`config.mk`:
```
export PLATFORM = sky130hd
export DESIGN_NAME = v_upd_ingress
export DESIGN_NICKNAME = d
export VERILOG_FILES = /design/src/rtl/v_pkg.sv /design/src/rtl/v_upd_fifo.sv /design/src/rtl/v_upd_ingress.sv
export SDC_FILE = /design/constraint.sdc
export NUM_CORES = 1
export LEC_CHECK = 0
export CAP_MARGIN = 10
export CORE_MARGIN = 8
export CORE_UTILIZATION = 45
export CTS_CLUSTER_SIZE = 10
export DETAILED_ROUTE_END_ITERATION = 12
export PLACE_DENSITY = 0.62
export SYNTH_ARGS = -nofsm -noshare
export SYNTH_HDL_FRONTEND = slang
export SYNTH_SLANG_ARGS = --single-unit
```
`constraint.sdc`:
```
create_clock -name clk -period 7.6 [get_ports clk]
set_input_delay 1.14 -clock clk [delete_from_list [all_inputs] [get_ports clk]]
set_output_delay 1.14 -clock clk [all_outputs]
set_load 0.02 [all_outputs]
```
`src/rtl/v_pkg.sv`:
```
// v_pkg: shared types for the list-state engine update path.
// Update payload layout, command codes and ingress FSM states.
package v_pkg;

   typedef logic [7:0]  id_t;
   typedef logic [15:0] key_t;
   typedef logic [15:0] size_t;

   typedef enum logic [1:0] {
      CMD_ADD = 2'd0,
      CMD_MOD = 2'd1,
      CMD_DEL = 2'd2,
      CMD_CLR = 2'd3
   } cmd_t;

   typedef struct packed {
      id_t   prod_id;
      cmd_t  cmd;
      key_t  key;
      size_t size;
   } upd_t;

   localparam int UPD_BITS = $bits(upd_t);

   typedef enum logic [1:0] {
      BOOT  = 2'd0,
      ARMED = 2'd1,
      RUN   = 2'd2
   } ingress_state_t;

endpackage

```
`src/rtl/v_upd_fifo.sv`:
```
// v_upd_fifo: flop-array FIFO with occupancy counter and a
// registered ready that looks one cycle ahead at occupancy.
module v_upd_fifo
   import v_pkg::*;
#(
   parameter  int DEPTH = 16,
   parameter  int W     = UPD_BITS,
   localparam int OCC_W = $clog2(DEPTH + 1)
) (
   input  logic             clk,
   input  logic             arst_n,
   input  logic             i_push,
   input  logic [W-1:0]     i_data,
   input  logic             i_pop,
   output logic [W-1:0]     o_data,
   output logic             o_rdy_r,
   output logic [OCC_W-1:0] o_occ_r,
   output logic [OCC_W-1:0] o_occ_nxt
);

   localparam int PTR_W = $clog2(DEPTH);
   localparam logic [OCC_W-1:0] FULL = OCC_W'(DEPTH);
   localparam logic [OCC_W-1:0] ONE  = OCC_W'(1);
   localparam logic [PTR_W-1:0] PONE = PTR_W'(1);

   logic [W-1:0]     r_mem [DEPTH];
   logic [PTR_W-1:0] r_wr_ptr;
   logic [PTR_W-1:0] r_rd_ptr;
   logic [OCC_W-1:0] r_occ;
   logic             r_rdy;
   logic [OCC_W-1:0] w_occ_nxt;
   logic             w_push;
   logic             w_pop;

   assign w_push    = i_push & r_rdy;
   assign w_pop     = i_pop & (r_occ != '0);
   assign o_data    = r_mem[r_rd_ptr];
   assign o_rdy_r   = r_rdy;
   assign o_occ_r   = r_occ;
   assign o_occ_nxt = w_occ_nxt;

   // Next occupancy; push and pop together leave it unchanged
   always_comb begin
      w_occ_nxt = r_occ;
      unique case ({w_push, w_pop})
         2'b10:   w_occ_nxt = r_occ + ONE;
         2'b01:   w_occ_nxt = r_occ - ONE;
         default: w_occ_nxt = r_occ;
      endcase
   end

   // Payload storage; contents need no reset, pointers guard validity
   always_ff @(posedge clk) begin
      if (w_push) begin
         r_mem[r_wr_ptr] <= i_data;
      end
   end

   // Pointers wrap naturally (power-of-two depth), ready looks ahead
   always_ff @(posedge clk or negedge arst_n) begin
      if (!arst_n) begin
         r_wr_ptr <= '0;
         r_rd_ptr <= '0;
         r_occ    <= '0;
         r_rdy    <= 1'b0;
      end else begin
         if (w_push) r_wr_ptr <= r_wr_ptr + PONE;
         if (w_pop)  r_rd_ptr <= r_rd_ptr + PONE;
         r_occ <= w_occ_nxt;
         r_rdy <= (w_occ_nxt < FULL);
      end
   end

endmodule

```
`src/rtl/v_upd_ingress.sv`:
```
// v_upd_ingress: queues feed updates and issues them to v once
// v has finished its post-reset init; tracks occupancy and HWM.
module v_upd_ingress
   import v_pkg::*;
#(
   parameter  int DEPTH = 16,
   localparam int OCC_W = $clog2(DEPTH + 1)
) (
   input  logic             clk,
   input  logic             arst_n,
   input  logic             i_in_vld,
   input  id_t              i_in_prod_id,
   input  cmd_t             i_in_cmd,
   input  key_t             i_in_key,
   input  size_t            i_in_size,
   output logic             o_in_rdy_r,
   input  logic             i_busy,
   output logic             o_upd_vld_r,
   output id_t              o_upd_prod_id_r,
   output cmd_t             o_upd_cmd_r,
   output key_t             o_upd_key_r,
   output size_t            o_upd_size_r,
   input  logic             i_hwm_clr,
   output logic [OCC_W-1:0] o_occ_r,
   output logic [OCC_W-1:0] o_hwm_r
);

   ingress_state_t r_state;
   ingress_state_t w_state_nxt;
   logic           w_issue_ok;
   logic           w_push;
   logic           w_pop;
   upd_t           w_in_upd;
   logic [UPD_BITS-1:0] w_rd_data;
   logic [OCC_W-1:0]    w_occ;
   logic [OCC_W-1:0]    w_occ_nxt;
   logic                w_rdy;
   upd_t                r_upd;
   logic                r_upd_vld;
   logic [OCC_W-1:0]    r_hwm;

   assign w_in_upd = {i_in_prod_id, i_in_cmd, i_in_key, i_in_size};
   assign w_push   = i_in_vld & w_rdy;
   assign w_pop    = w_issue_ok & (w_occ != '0);

   v_upd_fifo #(
      .DEPTH (DEPTH),
      .W     (UPD_BITS)
   ) u_fifo (
      .clk       (clk),
      .arst_n    (arst_n),
      .i_push    (w_push),
      .i_data    (w_in_upd),
      .i_pop     (w_pop),
      .o_data    (w_rd_data),
      .o_rdy_r   (w_rdy),
      .o_occ_r   (w_occ),
      .o_occ_nxt (w_occ_nxt)
   );

   // Issue gate state: wait for v to go busy, then idle, then run
   always_ff @(posedge clk or negedge arst_n) begin
      if (!arst_n) r_state <= BOOT;
      else         r_state <= w_state_nxt;
   end

   // Next state; issue only while running and v not busy
   always_comb begin
      w_state_nxt = r_state;
      w_issue_ok  = 1'b0;
      unique case (r_state)
         BOOT:    if (i_busy)  w_state_nxt = ARMED;
         ARMED:   if (!i_busy) w_state_nxt = RUN;
         RUN:     w_issue_ok = ~i_busy;
         default: w_state_nxt = BOOT;
      endcase
   end

   // Issue register: one-cycle valid per popped entry, payload holds
   always_ff @(posedge clk or negedge arst_n) begin
      if (!arst_n) begin
         r_upd_vld <= 1'b0;
         r_upd     <= '0;
      end else begin
         r_upd_vld <= w_pop;
         if (w_pop) r_upd <= upd_t'(w_rd_data);
      end
   end

   // High-water mark; clear loads next occupancy and wins over max
   always_ff @(posedge clk or negedge arst_n) begin
      if (!arst_n)               r_hwm <= '0;
      else if (i_hwm_clr)        r_hwm <= w_occ_nxt;
      else if (w_occ_nxt > r_hwm) r_hwm <= w_occ_nxt;
   end

   assign o_in_rdy_r      = w_rdy;
   assign o_occ_r         = w_occ;
   assign o_hwm_r         = r_hwm;
   assign o_upd_vld_r     = r_upd_vld;
   assign o_upd_prod_id_r = r_upd.prod_id;
   assign o_upd_cmd_r     = r_upd.cmd;
   assign o_upd_key_r     = r_upd.key;
   assign o_upd_size_r    = r_upd.size;

endmodule

```
==> impl_metrics.py, run 1 <==
metrics = {
    "synthesis": {
        "synth_seq_area_share": 0.771,
        "ys_seq_elements": 736,
        "synth_cell_types": 42,
        "synth_nets": 1307,
        "yosys.area.top_type": "edfxtp_1",
        "ys_top_cells_by_count": "edfxtp_1 (672), mux4_2 (168), dfrtp_1 (64), nor2_1 (47), mux2i_1 (44)",
        "synth_edf_count": 672,
        "yosysMostFrequentCell": "edfxtp_1",
        "yosys_warnings": 0,
        "async_flop_share": 0.0870,
        "synth_top_flop_cell": "edfxtp_1",
        "ys_top_cells_by_area": "edfxtp_1 (71%), mux4_2 (13%), dfrtp_1 (5.7%)",
        "synth.top_cell.area_share": 0.714,
        "synth_cells": 1245,
        "syn_avg_cell_area_um2": 22.7,
        "syn_area_um2": 28300,
    },
    "route": {
        "drt_wl_total_um": 61200,
        "dr.pass1.iters": 5,
        "drtIter0Drc": 967,
        "wl_per_cell_um": 26.7,
        "drc": 0,
        "viasPerCell": 5.67,
        "vias": 13000,
        "ant_nets": 0,
    },
    "cts": {
        "ctsHoldBuffers": 0,
        "cts_tree": "built",
        "htree_levels": 3,
        "clk_transition_reported_paths_ns": 0.05,
        "clkLatencyLatePin_ns": 0.61,
        "cts.sinks": 736,
        "post_cts_buffers": 0,
        "cts_resized": 0,
        "cts-root-buf": "clkbuf_16",
        "cts_made_buffers": 84,
        "cts_buffer_depth": 3,
    },
    "grt": {
        "track_usage": 0.174,
        "grt_pass1_vias": 13800,
        "overflow": 0,
        "grt_max_degree": 131,
        "grt_antenna_before_repair": 5,
        "grt_pass1_wl_um": 91500,
    },
    "layout": {
        "instances_no_fill": 2296,
        "fin_area_um2": 32600,
        "drive_gt1_frac": 0.247,
        "fillers": 4859,
        "nets": 1449,
        "syn_to_final_growth_pct": 15.2,
        "finalCoreUtilization": 0.520,
    },
    "sta": {
        "timing.hold.ws_ns": 0.369,
        "finalSetupViolations": 0,
        "fmax_ghz": 0.226,
        "fin_crit_sh": 0.582,
        "setup_tns_ns": 0,
        "worst_pin_slew_ns": 1.13,
        "slew_headroom": 0.245,
        "rsz0062_at_grt": "false",
        "clock_skew_ns": 0.0182,
        "fin_crit_ns": 4.43,
        "hold_viol_final": 0,
        "drv_slew": 0,
    },
    "critical_path": {
        "timing.rr.start": "u_fifo.o_occ_r[1]",
        "rrSetupSlack_ns": 3.51,
        "timing.rr.end": "o_hwm_r[3]",
        "crit_fanout": 10,
        "cp.required_ns": 8.08,
        "cp.arrival_ns": 4.90,
        "cp-start-kind": "primary input",
        "worstSetupPathType": "primary input to register",
        "end_kind": "register",
        "r2r_cells": 12,
    },
    "min_path": {
        "hold_path_class": "primary input to asynchronous set/reset pin",
    },
    "floorplanning": {
        "start_util": 0.451,
        "fp.dieW_um": 267,
        "row_count": 92,
        "dieArea_um2": 71100,
        "ios": 101,
        "die_y_um": 267,
        "fp.coreArea_um2": 62600,
    },
    "place": {
        "dpl_cell_area_um2": 30100,
        "place_congestion": 0.709,
        "io_buffers": 100,
        "dpl.hpwl_um": 28000,
        "place_inst": 2147,
    },
    "power": {
        "vdd_drop_max_uv": 324,
        "p_leak_nw": 10.5,
        "power_density_nw_per_um2": 369,
    },
    "outcome": {
        "status": "completed",
    },
    "flow_run": {
        "maxCapViolCount": 0,
    },
}
## sequential cells by signal (all words and copies together) (netlist names), 2 cells and up
signal	count
u_fifo.r_wr_ptr	4
u_fifo.o_occ_r	5
r_state	2
u_fifo.r_rd_ptr	4
o_upd_key_r	16
u_fifo.r_mem	672
o_upd_prod_id_r	8
o_upd_cmd_r	2
o_upd_size_r	16
o_hwm_r	5
## kinds of logic (layout without fill, tap and decap cells)
kind of cell	after synthesis	after routing	share of synthesized area
flops	736	736	0.771
simple gates	92	92	0.0166
compound gates	97	97	0.0348
mux	219	219	0.152
other cells	0	3	0
xor+xnor	8	8	0.00248
buf+inv	78	280	0.0162
fa+ha+maj	15	15	0.00691
## final cells by class
class,count,area (um2),area share
flip-flops and latches,736,21800,0.669
multi-input cells,431,6050,0.186
clock buffers,139,2350,0.0722
repair buffers,124,1200,0.0370
well taps,846,1060,0.0325
clock inverters,7,63.8,0.00196
inverters,10,37.5,0.00115
diodes,3,7.51,0.000231
## where the power goes
part,switching (mW),leakage (nW),internal (mW)
logic,1.76,2.53,1.55
clock network,1.48,1.15,2.10
registers,0.284,6.77,4.84
## cell usage in the layout, fill, tap and decap left out, types with 2 or more instances in the layout
cell,instances
a21oi_1,4
edfxtp_1,672
mux4_2,168
a211oi_1,2
xnor2_1,7
inv_1,10
mux2_2,7
a221oi_2,40
nor2_1,47
and3_2,4
nand2_1,5
and2_2,12
dfrtp_4,3
dfrtp_1,61
o22ai_1,42
clkbuf_1,53
inv_6,4
clkbuf_16,86
a221oi_1,2
nor2b_1,2
diode_2,3
nand3_1,4
clkdlybuf4s50_1,99
mux2i_1,44
ha_1,14
nor3b_1,5
o21ai_0,3
buf_12,2
buf_4,23
nand4_1,2
## metrics by stage
stage / power (mW) / setup slack, ns
3_5_place_dp: 8.58 / 2.63
5_1_grt: 12.6 / 2.88
2_1_floorplan: 7.56 / 3.07
4_1_cts: 12.2 / 3.25
3_3_place_gp: 8.53 / 2.81
6_report: 12.0 / 3.17
## metal layers
layer,wire (um),track usage
met5,27,0
met2,31300,0.296
met3,3300,0.0340
met4,1120,0.0521
met1,25500,0.228
## worst max-delay path by stage
stage,cells past startpoint,endpoint,from
2_1_floorplan,12,o_hwm_r[0],i_busy
3_3_place_gp,12,o_hwm_r[3],i_busy
3_5_place_dp,12,o_hwm_r[3],i_in_vld
4_1_cts,12,o_hwm_r[3],i_in_vld
5_1_grt,12,o_hwm_r[0],i_in_vld
6_report,12,o_hwm_r[3],i_in_vld
## critical path, cell delays in order
cell             delay [ns]
clkdlybuf4s50_1        0.49
nand2_1                0.16
ha_1                   0.37
ha_1                   0.43
a21oi_1                0.12
a2111oi_0              0.51
a211o_1                0.23
ha_1                   0.25
nand4_1                0.11
nor2_1                 0.06
o41ai_2                0.62
mux2_2                 0.41
Note: power is estimated with default switching activity, not from simulation.
==> run 2: changes to the inputs <==
Settings changed: PLACE_DENSITY 0.62 to 0.64.
Clock period 7.6 ns to 3.55 ns, I/O delays scaled along.
==> impl_metrics.py, run 2 (same netlist as run 1, synthesis figures left out) <==
metrics = {
    "power": {
        "clockPowerShare": 0.292,
        "p_int_mw": 18.6,
        "p_leak_nw": 10.7,
        "power_density_nw_per_um2": 793,
        "p_comb_frac": 0.296,
        "swShare": 0.293,
        "vdd_drop_max_uv": 456,
        "p_sw_mw": 7.74,
        "power.share.sequential": 0.412,
        "p_total_mw": 26.4,
    },
    "flow_run": {
        "maxCapViolCount": 0,
    },
    "place": {
        "dpl.hpwl_um": 32900,
        "place_congestion": 0.747,
        "dp_slack_ns": -0.436,
        "io_buffers": 100,
    },
    "layout": {
        "top_register": "u_fifo.r_mem",
        "largest_reg_flops": 672,
        "nets": 1488,
        "finalCoreUtilization": 0.531,
        "syn_to_final_growth_pct": 17.7,
        "final_common_cell": "edfxtp_1",
        "final_cell_mix": "edfxtp_1 (672), mux4_2 (168), clkdlybuf4s50_1 (99), clkbuf_16 (86), clkbuf_1 (60)",
        "drive_gt1_frac": 0.277,
    },
    "sta": {
        "timing.hold.ws_ns": 0.457,
        "worst_slack_ns": 0.0690,
        "clock_skew_ns": 0.0203,
        "rsz0062_at_grt": "true",
        "hold_viol_final": 0,
        "fin_crit_sh": 0.981,
        "worst_pin_slew_ns": 0.855,
        "fin_crit_ns": 3.48,
        "setup_tns_ns": 0,
        "slew_headroom": 0.430,
        "drv_slew": 0,
        "finalSetupViolations": 0,
        "fmax_ghz": 0.287,
    },
    "floorplanning": {
        "start_util": 0.451,
        "die_y_um": 267,
        "fp.coreArea_um2": 62600,
        "row_count": 92,
        "ios": 101,
        "dieArea_um2": 71100,
        "fp.dieW_um": 267,
    },
    "route": {
        "ant_nets": 0,
        "vias": 13200,
        "dr.pass1.iters": 5,
        "drt_wl_total_um": 61100,
        "route.met3.wl_um": 4200,
        "drt-met1-wl_um": 26200,
        "drc": 0,
        "viasPerCell": 5.65,
        "wl_per_cell_um": 26.1,
        "wl_met2_um": 29700,
        "routed.top_layer": "met5",
        "drtIter0Drc": 928,
    },
    "cts": {
        "clkLatencyLatePin_ns": 0.62,
        "cts_buffer_depth": 3,
        "cts_tree": "built",
        "cts_made_buffers": 84,
        "htree_levels": 3,
        "clk_transition_reported_paths_ns": 0.05,
        "cts-root-buf": "clkbuf_16",
        "cts.sinks": 736,
    },
    "grt": {
        "grt_max_degree": 81,
        "grt_pass1_vias": 14000,
        "grt_antenna_before_repair": 4,
        "overflow": 0,
        "grt_pass1_wl_um": 91700,
        "track_usage": 0.173,
    },
    "critical_path": {
        "cp.required_ns": 4.05,
        "cp.buffers_inverters": 2,
        "critPathMostFrequentCell": "ha_4",
        "critPathTopFamily": "simple AND/OR/NAND/NOR gates",
        "cp-start-kind": "register",
        "max_stage_delay_ns": 0.41,
        "cp.arrival_ns": 3.98,
        "path_cells": "nor4_4 > a211oi_4 > ha_4 > ha_4 > buf_6 > nor3b_2 > mux2i_1 > a211o_1 > ha_4 > nand4_1 > or3b_4 > o41ai_4 > buf_6 > mux2_4",
        "crit_fanout": 5,
        "end_kind": "register",
        "worstSetupPathType": "register to register",
        "slowest_stage": "dfrtp_2",
    },
    "outcome": {
        "status": "completed",
    },
    "min_path": {
        "hold_path_class": "register to register",
    },
}
-- run 2: cell count changes in the layout (fill, tap and decap cells not counted), moves of 2 or more --
cell	previous run	this run
buf_12	2	22
buf_4	23	38
buf_6	0	3
clkbuf_1	53	60
dfrtp_1	61	56
dfrtp_2	0	5
ha_1	14	9
ha_4	0	5
inv_1	10	8
inv_2	0	2
mux2_2	7	3
mux2_4	0	4
-- run 2: final cells by class --
cell class,count,area [um2]
inverters,10,37.5
flip-flops and latches,736,21800
multi-input cells,431,6170
repair buffers,163,1760
clock buffers,147,2390
clock inverters,6,55.1
well taps,846,1060
fillers,4786,29300
diodes,2,5.00
-- run 2: metrics by stage --
stage / instances / area, um2
floorplan: 1245 / 28400
global placement: 2184 / 30800
detailed placement: 2184 / 30800
CTS: 2339 / 33200
global route: 2339 / 33300
finish: 2341 / 33300
-- run 2: path summary, 6_finish.rpt --
check                             endpoint  slack, ns         startpoint  cells past startpoint
max in group asynchronous  o_upd_size_r[2]       2.23             arst_n                      3
min in group asynchronous   o_upd_key_r[8]       0.55             arst_n                      2
hold reg to reg                 r_state[0]       0.46         r_state[1]                      1
setup / recovery                o_hwm_r[1]       0.07  u_fifo.o_occ_r[3]                     14
setup reg to reg                o_hwm_r[1]       0.07  u_fifo.o_occ_r[3]                     14
hold / removal                  r_state[0]       0.46         r_state[1]                      1
-- run 2: timing repair --
item	CTS	global route
endpoints found under the hold margin	21	0
gates resized for setup	1	7
buffers inserted	1	0
hold buffers	1	0
endpoints found under the setup margin	5	5
pin swaps	2	3
-- run 2: power groups by stage --
| stage | registers (mW) | logic, mW | clock network [mW] |
|---|---|---|---|
| 2_1_floorplan | 11.2 | 5.17 | 0 |
| 3_3_place_gp | 11.0 | 7.75 | 0 |
| 3_5_place_dp | 11.0 | 7.88 | 0 |
| 4_1_cts | 10.9 | 7.92 | 7.88 |
| 5_1_grt | 10.9 | 8.40 | 8.24 |
| 6_report | 10.9 | 7.82 | 7.71 |
-- run 2: per-layer routing --
layer | vias up | GRT usage
li1 | 5633 | -
met1 | 7086 | 0.237
met2 | 427 | 0.281
met3 | 75 | 0.0406
met4 | 2 | 0.0459
met5 | - | 0
